<file path="src/rtl/bus_master_arbiter.sv">
// CPU bus master: arbitrates N_CH requesters onto one DV-handshake bus, with byte-lane
// alignment, load sign/zero extension, misalignment/illegal-size detection and a bus timeout.
module bus_master_arbiter #(
  parameter int N_CH    = 2,
  parameter int ADDR_W  = 32,
  parameter int DATA_W  = 32,
  parameter int ARB_RR  = 1,
  parameter int TIMEOUT = 255
) (
  input  logic                   i_clk,
  input  logic                   i_rst,
  input  logic [N_CH-1:0]        i_req,
  input  logic [N_CH-1:0]        i_we,
  input  logic [3*N_CH-1:0]      i_bhw,
  input  logic [ADDR_W*N_CH-1:0] i_addr,
  input  logic [DATA_W*N_CH-1:0] i_wdata,
  output logic [N_CH-1:0]        o_done,
  output logic                   o_err,
  output logic [DATA_W-1:0]      o_rdata,
  output logic [ADDR_W-1:0]      o_bus_address,
  output logic [DATA_W-1:0]      o_bus_data,
  output logic                   o_bus_DV,
  output logic [2:0]             o_bhw,
  output logic                   o_write_notread,
  input  logic [DATA_W-1:0]      i_bus_data,
  input  logic                   i_bus_DV
);

  localparam int IDX_W = (N_CH > 1) ? $clog2(N_CH) : 1;
  localparam int CNT_W = $clog2(TIMEOUT + 1);

  typedef enum logic [1:0] {S_IDLE, S_REQ, S_WAIT, S_RESP} state_t;

  state_t              r_state, w_next;
  logic [IDX_W-1:0]    r_idx, r_ptr, w_win;
  logic                r_we, r_err;
  logic [2:0]          r_bhw;
  logic [ADDR_W-1:0]   r_addr;
  logic [DATA_W-1:0]   r_wdata, r_rdata;
  logic [CNT_W-1:0]    r_cnt, w_cnt_inc;
  logic                w_any, w_found, w_bad, w_timeout;
  int unsigned         w_j;
  logic [2:0]          w_bhw_ch   [N_CH];
  logic [ADDR_W-1:0]   w_addr_ch  [N_CH];
  logic [DATA_W-1:0]   w_wdata_ch [N_CH];
  logic [2:0]          w_sel_bhw;
  logic [ADDR_W-1:0]   w_sel_addr;
  logic [DATA_W-1:0]   w_lane_shift, w_ext, w_lane_data;
  logic [7:0]          w_byte;
  logic [15:0]         w_half;

  always_comb begin
    for (int unsigned k = 0; k < N_CH; k++) begin
      w_bhw_ch[k]   = i_bhw[3*k +: 3];
      w_addr_ch[k]  = i_addr[ADDR_W*k +: ADDR_W];
      w_wdata_ch[k] = i_wdata[DATA_W*k +: DATA_W];
    end
  end

  // Round-robin scans from r_ptr; fixed priority scans from index 0.
  always_comb begin
    w_found = 1'b0;
    w_win   = '0;
    w_j     = 0;
    for (int unsigned k = 0; k < N_CH; k++) begin
      w_j = (ARB_RR != 0) ? (32'(r_ptr) + k) % N_CH : k;
      if (!w_found && i_req[IDX_W'(w_j)]) begin
        w_found = 1'b1;
        w_win   = IDX_W'(w_j);
      end
    end
  end

  assign w_any      = |i_req;
  assign w_sel_bhw  = w_bhw_ch[w_win];
  assign w_sel_addr = w_addr_ch[w_win];

  always_comb begin
    case (w_sel_bhw)
      3'b000, 3'b100: w_bad = 1'b0;
      3'b001, 3'b101: w_bad = w_sel_addr[0];
      3'b010:         w_bad = |w_sel_addr[1:0];
      default:        w_bad = 1'b1;
    endcase
  end

  assign w_cnt_inc = r_cnt + 1'b1;
  assign w_timeout = (w_cnt_inc == CNT_W'(TIMEOUT));

  assign w_lane_shift = i_bus_data >> {r_addr[1:0], 3'b000};
  assign w_byte       = w_lane_shift[7:0];
  assign w_half       = r_addr[1] ? i_bus_data[31:16] : i_bus_data[15:0];

  always_comb begin
    case (r_bhw)
      3'b000:  w_ext = {{(DATA_W-8){w_byte[7]}}, w_byte};
      3'b100:  w_ext = {{(DATA_W-8){1'b0}}, w_byte};
      3'b001:  w_ext = {{(DATA_W-16){w_half[15]}}, w_half};
      3'b101:  w_ext = {{(DATA_W-16){1'b0}}, w_half};
      default: w_ext = i_bus_data;
    endcase
  end

  always_comb begin
    case (r_bhw[1:0])
      2'b00:   w_lane_data = {{(DATA_W-8){1'b0}}, r_wdata[7:0]} << {r_addr[1:0], 3'b000};
      2'b01:   w_lane_data = {{(DATA_W-16){1'b0}}, r_wdata[15:0]} << {r_addr[1], 4'b0000};
      default: w_lane_data = r_wdata;
    endcase
  end

  always_ff @(posedge i_clk) begin
    if (i_rst) r_state <= S_IDLE;
    else       r_state <= w_next;
  end

  always_comb begin
    w_next = r_state;
    case (r_state)
      S_IDLE:  if (w_any) w_next = w_bad ? S_RESP : S_REQ;
      S_REQ:   w_next = S_WAIT;
      S_WAIT:  if (i_bus_DV || w_timeout) w_next = S_RESP;
      S_RESP:  w_next = S_IDLE;
      default: w_next = S_IDLE;
    endcase
  end

  // Success is tested before timeout so a response on the final WAIT cycle still completes cleanly.
  always_ff @(posedge i_clk) begin
    if (i_rst) begin
      r_idx   <= '0;
      r_ptr   <= '0;
      r_we    <= 1'b0;
      r_err   <= 1'b0;
      r_bhw   <= '0;
      r_addr  <= '0;
      r_wdata <= '0;
      r_rdata <= '0;
      r_cnt   <= '0;
    end else begin
      case (r_state)
        S_IDLE: if (w_any) begin
          r_idx   <= w_win;
          r_we    <= i_we[w_win];
          r_bhw   <= w_sel_bhw;
          r_addr  <= w_sel_addr;
          r_wdata <= w_wdata_ch[w_win];
          r_err   <= w_bad;
          r_rdata <= '0;
          r_cnt   <= '0;
        end
        S_WAIT: begin
          r_cnt <= w_cnt_inc;
          if (i_bus_DV) begin
            r_err   <= 1'b0;
            r_rdata <= r_we ? '0 : w_ext;
          end else if (w_timeout) begin
            r_err   <= 1'b1;
            r_rdata <= '0;
          end
        end
        S_RESP: if (ARB_RR != 0) r_ptr <= (32'(r_idx) == N_CH - 1) ? '0 : r_idx + 1'b1;
        default: ;
      endcase
    end
  end

  always_comb begin
    o_done          = '0;
    o_err           = 1'b0;
    o_rdata         = '0;
    o_bus_address   = '0;
    o_bus_data      = '0;
    o_bus_DV        = 1'b0;
    o_bhw           = '0;
    o_write_notread = 1'b0;
    case (r_state)
      S_REQ, S_WAIT: begin
        o_bus_DV        = (r_state == S_REQ);
        o_bus_address   = {r_addr[ADDR_W-1:2], 2'b00};
        o_bus_data      = r_we ? w_lane_data : '0;
        o_bhw           = r_bhw;
        o_write_notread = r_we;
      end
      S_RESP: begin
        o_done[r_idx] = 1'b1;
        o_err         = r_err;
        o_rdata       = r_rdata;
      end
      default: ;
    endcase
  end

endmodule

</file>
<file path="config.mk">
export PLATFORM = sky130hd
export DESIGN_NAME = bus_master_arbiter
export DESIGN_NICKNAME = d
export VERILOG_FILES = /design/src/rtl/bus_master_arbiter.sv
export SDC_FILE = /design/constraint.sdc
export NUM_CORES = 1
export LEC_CHECK = 0
export BUFFER_PORTS_ARGS = -buffer_cell sky130_fd_sc_hd__buf_4
export CAP_MARGIN = 10
export CORE_MARGIN = 3
export CORE_UTILIZATION = 35
export CTS_CLUSTER_DIAMETER = 150
export DETAILED_ROUTE_END_ITERATION = 12
export GPL_ROUTABILITY_DRIVEN = 0
export PLACE_DENSITY = 0.58
export SYNTH_ARGS = -nofsm -noshare
export SYNTH_HDL_FRONTEND = slang
export SYNTH_SLANG_ARGS = --single-unit
</file>
<file path="constraint.sdc">
create_clock -name i_clk -period 3.4 [get_ports i_clk]
set_input_delay 0.34 -clock i_clk [delete_from_list [all_inputs] [get_ports i_clk]]
set_output_delay 0.34 -clock i_clk [all_outputs]
set_load 0.1 [all_outputs]
</file>
## Word level (Yosys, flattened, before mapping)

Index checks and enable logic that the tools add are counted.
W data, S select, Z words.

- Register bits: 113
- Input bits: 173
- Output and inout bits: 104
- Logic and storage cells: 105

- $add $sub $neg: 3
- Order comparisons: 6
- Eq/ne operators: 15
- Shift operators: 3
- Multiplexer cells: 49
- Bitwise logic cells: 1
- Reduce and logical (&&, ||, !) cells: 18

Operators by type and width:

| operator | number |
|---|---|
| $mux W32 | 14 |
| $pmux W32 S2 | 2 |
| $pmux W32 S4 | 1 |
| $shl A16 B5 Y32 | 1 |
| $shl A8 B5 Y32 | 1 |
| $shr A32 B5 Y8 | 1 |
| $mux W1 | 17 |
| $mux W16 | 1 |
| $pmux W8 S2 | 1 |
| $eq A3 B3 Y1 const B | 4 |
| $mux W3 | 4 |
| $reduce_or A2 Y1 | 5 |
| $add A8 B1 Y8 const B | 1 |
| $eq A8 B8 Y1 const B | 1 |
| $lt A1 B2 Y1 const B | 4 |
| $mux W2 | 4 |
| $mux W8 | 1 |
| $pmux W2 S4 | 1 |
| $eq A3 B1 Y1 const B | 2 |
| $logic_not A3 Y1 | 2 |
| $reduce_and A2 Y1 | 3 |
| $eq A2 B1 Y1 const B | 2 |
| $eq A2 B2 Y1 const B | 2 |
| $logic_not A2 Y1 | 2 |
| other kinds (15) | 18 |

## Longest topological paths before layout

Gate-level depths: netlist (run 1).

- Depth in word-level cells: 16
- Mapped depth: 9
- Depth with buffers taken out: 7

## Worst setup path before layout (run 1)

No wires, ideal clock.

- Path kind: register -> output
- Start: register r_state[1]
- End: output port o_bus_data[12]
- Data arrival time: 2.557 ns
- Data required time: 3.060 ns
- Path slack: 0.503 ns
- Cell stages (with the launch flop): 7
- Path buffers: 2
- Path through: dfxtp_1 inv_1 ha_1 clkbuf_1 nand2_1 clkbuf_1 nor2_1

- Longest elaborated chain between the ends: 3
- Elaborated cells on any way between the ends: 4
- Classes of those cells: 2 x eq/ne; 1 x mux; 1 x reduce/logical

Ends and longest elaborated chain:

| what | RTL line | text |
|---|---|---|
| from (decl) | 34 | `state_t r_state, w_next;` |
| from (signal assigned) | 114 | `else r_state <= w_next;` |
| $eq A2 B1 Y1 or $eq A2 B2 Y1 (tied branches) | 177 | `case (r_state)` |
| $reduce_or A2 Y1 (*) | 177 |  |
| $mux W32 (*) | 177 |  |
| to (decl) | 21 | `output logic [DATA_W-1:0] o_bus_data,` |

Mark *: on every way between the ends. The rest lies on a longest branch, timed or not.

## Worst setup path in the final report (run 1)

- Start: register r_bhw[0]
- End: output port o_bus_data[6]

- Longest elaborated chain between the ends: 4
- Elaborated cells on any way between the ends: 5
- Classes of those cells: 1 x eq/ne; 3 x mux; 1 x reduce/logical

Ends and longest elaborated chain:

| what | RTL line | text |
|---|---|---|
| from (decl) | 37 | `logic [2:0] r_bhw;` |
| from (signal assigned) | 145 | `r_bhw <= w_sel_bhw;` |
| $eq A2 B1 Y1 or $logic_not A2 Y1 (tied branches) | 105 | `case (r_bhw[1:0])` |
| $pmux W32 S2 (*) | 105 |  |
| $mux W32 (*) | 181 | `o_bus_data = r_we ? w_lane_data : '0;` |
| $mux W32 (*) | 177 |  |

Marked as above.

==> results.cfg, run 1 <==
[timing]
fin_setup_tns_ps = 0
hold_viol = 0
period_share_pct = 88.34
worst_slew_pin_slew_ps = 839.8
slew_headroom_pct = 44.02
drv_slew = 0
fmax_mhz = 332.9
finalSetupViolCount = 0
holdWs_ps = 186.9
skew_ps = 9.514
rsz0062_at_grt = no
period_minus_slack_ps = 3004

[logic_synthesis]
synthArstFlopShare_pct = 0
netlist_area_sq_um = 6730
yosys_warnings = 0
synth_seq_area_share_pct = 33.61
synthCells = 877
synthFlopType = dfxtp_1
synth-edff-count = 0
ys_ff_latch = 113
avgSynthCellArea_sq_um = 7.674
ys_types = 60

[worst_hold_path]
whs_path_depth = 3
whs_endpoint = r_addr[27]
min_from = i_addr[59]
hp-class = input port to flop

[route]
via_per_inst = 5.250
routed_wl_microns = 24730
wl_per_cell_microns = 18.29
drc = 0
num_vias = 7098
antenna_left = 0
drt_iter0_drc = 385
drt_first_pass_iters = 5

[floorplanning]
fp.dieH_microns = 144.7
dieArea_sq_um = 20930
core_area_sq_um = 18770
io_pins = 277
rows = 50
dieWidth_microns = 144.7
initial_core_util_pct = 35.86

[worst_setup_path]
path_class = flop to output port
reg2reg_to = r_rdata[18]
r2r_cells = 7
timing.rr.start = r_cnt[1]
cp_max_fo = 22
r2r_slack_ps = 790
arrival_ps = 2660
critPathLaunchType = flop
crit_required_ps = 3060
end_kind = output port
crit_path_start = r_bhw[0]

[outcome]
status = finished, final reports clean

[placed_design]
dpl.hpwl_microns = 18130
port_buffers = 274

[power_and_ir_drop]
p_leak_nw = 4.103
ir_drop_mv = 0.4901
power_density_nw_per_um2 = 842.7

[run]
drv_cap = 0

[grt]
gr-total-overflow = 0
grt_pass1_vias = 6753
grt_max_degree = 73
gr-usage-all-layers_pct = 23.01
grt_first_pass_wirelength_microns = 37480
antenna_found_initial = 0

[clock_tree]
cts.sinks = 113
cts_tree = done
h-tree-depth = 4
cts-root-buf = clkbuf_16
cts_buffers = 17
cts_hold_buf = 0
clock_latency_ps = 420
cts_buffer_depth = 2
path_clk_slew_ps = 60
post_cts_buffers = 0

[finish]
antenna-diode-count = 0
nFillCells = 1867
multiInputGateArea_sq_um = 4033
final_cell_mix = buf_4, nand2_1, nor2_1
drive_above_1_share_pct = 31.40
final_common_cell = buf_4
syn2layout_area_growth_pct = 41.33
nNetsFinal = 1286
register_area_sq_um = 2263
## flip-flops by register name (all words and copies together), names as in the netlist
| name | count |
|---|---|
| r_bhw | 3 |
| r_err | 1 |
| r_rdata | 32 |
| r_cnt | 8 |
| r_idx | 1 |
| r_state | 2 |
| r_ptr | 1 |
| r_we | 1 |
| r_wdata | 32 |
| r_addr | 32 |
## power by group
| group | internal (W) | total, W | switching [W] |
|---|---|---|---|
| logic | 0.00115 | 0.00399 | 0.00283 |
| clock network | 0.00143 | 0.00206 | 0.000635 |
| registers | 0.00167 | 0.00197 | 0.000303 |
## worst max-delay path, cell delays in order (launching register included)
cell and delay (ps):
dfxtp_2 460, nor2b_1 570, nor2_1 80, nor2_1 420, nor2_1 260, and2_1 230, buf_4 230
## Yosys cell counts, drive strengths merged, types with 2 or more instances
| cell type | n | share of area, % |
|---|---|---|
| ha | 7 | 1.3 |
| or3b | 2 | 0.26 |
| nor2 | 118 | 6.6 |
| nand2 | 168 | 9.4 |
| clkbuf | 68 | 4.5 |
| o2111ai | 2 | 0.26 |
| inv | 14 | 0.78 |
| mux2i | 35 | 5.2 |
| nor2b | 3 | 0.28 |
| o21bai | 2 | 0.22 |
| or4 | 2 | 0.30 |
| a31oi | 4 | 0.37 |
| o21a | 4 | 0.45 |
| o211a | 3 | 0.45 |
| dfxtp | 113 | 34 |
| a211o | 3 | 0.39 |
| or2b | 20 | 2.6 |
| a21oi | 16 | 1.2 |
| o211ai | 20 | 2.2 |
| nand3 | 12 | 0.89 |
| a22oi | 25 | 2.8 |
| nand2b | 17 | 1.6 |
| and2 | 76 | 7.1 |
| o221ai | 8 | 1.1 |
| o21ai | 16 | 1.2 |
| nor3 | 9 | 0.67 |
| buf | 11 | 1.5 |
| a221o | 6 | 0.89 |
| or3 | 4 | 0.45 |
| clkinv | 2 | 0.11 |
| a311oi | 72 | 9.4 |
## how the worst max path moves through the flow
stage,end,slack [ps],cells past startpoint
floorplan,o_bus_data[12],500,6
finish,o_bus_data[6],400,6
CTS,o_bus_data[6],200,6
global route,o_bus_data[3],210,6
detailed placement,o_bus_data[6],650,6
global placement,o_bus_data[4],770,6
## per-stage QoR
step	cells	worst slack, ps	area, sq um	total power (W)	utilization, %
final	1352	396.3	9512	0.008015	50.68
after detailed placement	1321	649.2	8835	0.005981	47.07
after global placement	1321	766.2	8835	0.005987	47.07
after floorplan	878	503.0	6734	0.005055	-
after CTS	1352	202.2	9510	0.008058	50.67
after global routing	1352	213.9	9512	0.008477	50.68
## final cells by class
class,instances,share of cell area [%]
multi-input combinational,670,42.40
sequential,113,23.80
timing repair buffer,288,22.99
clock buffer,21,4.946
tap,234,3.078
clock inverter,10,2.157
inverter,16,0.6314
## cell families after synthesis
group,synth area share [%]
flops,33.61
buf+inv,6.823
fa+ha+maj,1.301
compound gates,21.66
other cells,0.05572
simple gates,30.84
mux,5.707
## layer usage
layer	vias up	GRT usage (%)	part of all wire (%)
met5	-	0	0
met2	281	36.09	46
met1	3245	30.23	43
met3	36	7.493	8.9
met4	0	7.118	2.3
li1	3536	-	-
## repair_timing
item	CTS	global route
resized for setup	0	1
endpoints found under the setup margin	0	2
endpoints found under the hold margin	0	0
(Power assumes the default switching activity.)
==> run 2: changes to the inputs <==
==> constraint.sdc (replaced) <==
create_clock -name i_clk -period 3.4 [get_ports i_clk]
set_input_delay 0.51 -clock i_clk [delete_from_list [all_inputs] [get_ports i_clk]]
set_output_delay 0.51 -clock i_clk [all_outputs]
set_load 0.1 [all_outputs]
==> results.cfg, run 2 (synthesized netlist as in run 1, its figures left out) <==
[outcome]
status = finished, final reports clean

[finish]
final_cell_mix = buf_4, nand2_1, nor2_1
final_util_pct = 50.58
syn2layout_area_growth_pct = 41.05
drive_above_1_share_pct = 31.64
nNetsFinal = 1289
reg.largest.list = r_addr (32), r_rdata (32), r_wdata (32)
antenna-diode-count = 0
final_common_cell = buf_4

[route]
drc = 0
drt_first_pass_iters = 5
drt_iter0_drc = 352
routed_wl_microns = 24490
antenna_left = 0
wl_per_cell_microns = 18.06
num_vias = 6956
via_per_inst = 5.130

[power_and_ir_drop]
power_frac_comb_pct = 51.2
seqPwrFrac_pct = 24.5
p_clk_share_pct = 24.3
p_int_w = 0.004069
switchingPower_w = 0.003818
p_leak_nw = 4.097
p_sw_share_pct = 48.41
power_density_nw_per_um2 = 830.9
ir_drop_mv = 0.6019

[worst_setup_path]
critPathSlowestCell = nor2b_1
end_kind = output port
crit_top_cell = nor2_1
max_stage_delay_ps = 570
cp_max_fo = 13
crit_required_ps = 2890
arrival_ps = 2690
critPathLaunchType = flop
path_cells = nor2b_1, nor2_1, nor2_1, nor2_1, and2_1, buf_4
path_class = flop to output port

[run]
drv_cap = 0

[clock_tree]
cts-root-buf = clkbuf_16
cts_buffers = 17
cts_resized = 0
cts_buffer_depth = 2
path_clk_slew_ps = 60
cts_hold_buf = 0
cts_tree = done
clock_latency_ps = 420
cts.sinks = 113
post_cts_buffers = 0
h-tree-depth = 4

[floorplanning]
core_area_sq_um = 18770
dieWidth_microns = 144.7
io_pins = 277
fp.dieH_microns = 144.7
dieArea_sq_um = 20930
rows = 50
initial_core_util_pct = 35.86

[timing]
fin_setup_tns_ps = 0
drv_slew = 0
skew_ps = 5.543
rsz0062_at_grt = no
slew_headroom_pct = 48.09
holdWs_ps = 357.4
period_minus_slack_ps = 3205
worst_slew_pin_slew_ps = 778.7
fmax_mhz = 312.0
period_share_pct = 94.26
finalSetupViolCount = 0
hold_viol = 0

[grt]
gr-total-overflow = 0
grt_max_degree = 70
gr-usage-all-layers_pct = 22.78
grt_first_pass_wirelength_microns = 36980
antenna_found_initial = 0
grt_pass1_vias = 6606

[worst_hold_path]
hp-class = input port to flop

[placed_design]
dpl.hpwl_microns = 18280
port_buffers = 274
run 2: per-stage QoR:
step,power [W],cells,setup WS (ps),instance area (sq um)
after floorplan,0.005055,878,333.0,6734
after global placement,0.005995,1324,788.4,8857
after detailed placement,0.006006,1324,701.9,8857
after CTS,0.007937,1356,246.4,9493
after global routing,0.008343,1356,74.19,9493
final,0.007887,1356,195.1,9493
run 2: final timing paths:
check        startpoint             to  slack [ps]  depth (start not counted)
min reg2reg  r_rdata[8]     r_rdata[8]         480                          2
max reg2reg    r_cnt[0]    r_rdata[17]         820                          7
min          i_addr[40]      r_addr[8]         360                          3
max            r_bhw[0]  o_bus_data[6]         200                          6
run 2: power by group through the flow:
| stage | registers, W | clock network, W | logic [W] |
|---|---|---|---|
| after detailed placement | 0.00195 | 0 | 0.00405 |
| after global placement | 0.00195 | 0 | 0.00405 |
| after floorplan | 0.00183 | 0 | 0.00323 |
| after CTS | 0.00193 | 0.00195 | 0.00406 |
| final | 0.00193 | 0.00192 | 0.00404 |
| after global routing | 0.00197 | 0.00202 | 0.00435 |
run 2: final cells by class:
cell class,count,area (sq um)
repair buffers,291,2210
clock buffers,17,425.4
fillers,1916,9275
inverters,16,60.06
flip-flops and latches,113,2262
multi-input cells,670,4033
well taps,234,292.8
clock inverters,15,210.2
run 2: layer usage:
| metal | part of all wire [%] | track usage (%) |
|---|---|---|
| met1 | 43 | 30.05 |
| met2 | 46 | 35.19 |
| met3 | 9.0 | 8.183 |
| met4 | 2.1 | 6.676 |
| met5 | 0 | 0 |
run 2: critical path, delay by kind of cell, from the launching register on:
| kind | cells | cell delay (ps) |
|---|---|---|
| AND/OR/NAND/NOR | 5 | 1590 |
| flip-flops | 1 | 460 |
| buffers and inverters | 1 | 230 |
==> run 3: changes to the inputs <==
Settings changed: SETUP_SLACK_MARGIN set to 0.02.
Clock period 3.4 ns to 3 ns, I/O delays scaled along.
==> results.cfg, run 3 (synthesized netlist as in run 1, its figures left out) <==
[timing]
slew_headroom_pct = 46.85
skew_ps = 7.026
period_minus_slack_ps = 2875
hold_viol = 0
fin_setup_tns_ps = 0
holdWs_ps = 306.8
finalSetupViolCount = 0
rsz0062_at_grt = yes
worst_slew_pin_slew_ps = 797.3
period_share_pct = 95.83
fin_ws_ps = 125.0
fmax_mhz = 347.8
drv_slew = 0

[floorplanning]
core_area_sq_um = 18770
dieArea_sq_um = 20930
rows = 50
dieWidth_microns = 144.7
io_pins = 277
fp.dieH_microns = 144.7
initial_core_util_pct = 35.86

[route]
drc = 0
via_per_inst = 5.174
wl_per_cell_microns = 17.71
drt_first_pass_iters = 5
num_vias = 7031
antenna_left = 0
routed_wl_microns = 24060
drt_iter0_drc = 418

[grt]
gr-usage-all-layers_pct = 22.36
grt_first_pass_wirelength_microns = 36540
grt_max_degree = 71
grt_pass1_vias = 6613
gr-total-overflow = 0
antenna_found_initial = 0

[clock_tree]
cts.sinks = 113
cts_hold_buf = 0
cts_buffer_depth = 2
cts-root-buf = clkbuf_16
cts_buffers = 17
clock_latency_ps = 410
post_cts_buffers = 0
h-tree-depth = 4
cts_resized = 0
path_clk_slew_ps = 60
cts_tree = done

[worst_setup_path]
end_kind = output port
path_class = flop to output port
arrival_ps = 2430
critPathLaunchType = flop
cp_max_fo = 13
crit_required_ps = 2550

[placed_design]
dp_cells = 1327
dpl.hpwl_microns = 17810
port_buffers = 274
dpl_cell_area_sq_um = 8905
place_ws_ps = 485.5

[outcome]
status = finished, final reports clean

[power_and_ir_drop]
power_density_nw_per_um2 = 932.1
p_sw_share_pct = 47.68
seqPwrFrac_pct = 24.7
p_leak_nw = 4.117
power_frac_comb_pct = 51.5
p_clk_share_pct = 23.8
p_int_w = 0.004649
switchingPower_w = 0.004236
ir_drop_mv = 0.6046

[finish]
nNetsFinal = 1292
drive_above_1_share_pct = 31.82
final_common_cell = buf_4
final_cells = 1359
antenna-diode-count = 0
nFillCells = 1931
reg.largest.list = r_addr (32), r_rdata (32), r_wdata (32)
final_cell_mix = buf_4, nand2_1, nor2_1
syn2layout_area_growth_pct = 41.64
design_area_sq_um = 9533

[run]
drv_cap = 0

[worst_hold_path]
hp-class = input port to flop
[run 3: cell types whose count changed in the layout (fill, tap and decap cells not counted)]
| cell | change |
|---|---|
| buf_12 | +2 |
| clkbuf_1 | +1 |
| clkinv_2 | +2 |
| clkbuf_8 | +5 |
| buf_4 | +1 |
| clkinvlp_4 | +1 |
| nor2_1 | -1 |
| nor2_2 | +1 |
| inv_6 | -2 |
| clkinv_4 | -6 |
| bufinv_16 | -1 |
[run 3: per-layer routing]
metal / track usage [%] / share of wire, % / up-vias
met2: 34.70 / 46 / 261
met1: 29.60 / 44 / 3198
met5: 0 / 0 / -
met4: 7.216 / 1.9 / 0
met3: 7.197 / 8.6 / 28
li1: - / - / 3544
[run 3: area by class of cell]
| type | count | area (sq um) | area share, % |
|---|---|---|---|
| clock inverters | 9 | 127.6 | 1.339 |
| multi-input cells | 670 | 4035 | 42.33 |
| repair buffers | 294 | 2257 | 23.68 |
| flip-flops and latches | 113 | 2262 | 23.73 |
| clock buffers | 23 | 498.0 | 5.224 |
| well taps | 234 | 292.8 | 3.071 |
| inverters | 16 | 60.06 | 0.6300 |
[run 3: per-stage QoR]
step	utilization (%)	total power [W]
2_1_floorplan	-	0.005729
6_report	50.79	0.008886
4_1_cts	50.78	0.008966
5_1_grt	50.79	0.009417
3_3_place_gp	47.45	0.006823
3_5_place_dp	47.45	0.006828
[run 3: path summary, 6_finish.rpt]
| path | slack [ps] | to | cells past startpoint | startpoint |
|---|---|---|---|---|
| setup / recovery | 120 | o_bus_data[7] | 6 | r_bhw[0] |
| hold / removal | 310 | r_wdata[20] | 3 | i_wdata[52] |
| setup reg to reg | 460 | r_rdata[24] | 7 | r_cnt[1] |
| hold reg to reg | 470 | r_rdata[9] | 2 | r_rdata[9] |
[run 3: critical path, stage by stage, from the launching register on]
cell     delay, ps
dfxtp_1        460
nor2b_1        310
nor2_1          60
nor2_1         450
nor2_1         270
and2_1         230
buf_4          230
[run 3: power by group through the flow]
stage | clock, W | combinational [W] | sequential [W]
after floorplan | 0 | 0.00366 | 0.00207
after global placement | 0 | 0.00461 | 0.00222
after detailed placement | 0 | 0.00461 | 0.00222
after CTS | 0.00215 | 0.00462 | 0.00219
after global routing | 0.00222 | 0.00495 | 0.00225
final | 0.00212 | 0.00457 | 0.00220
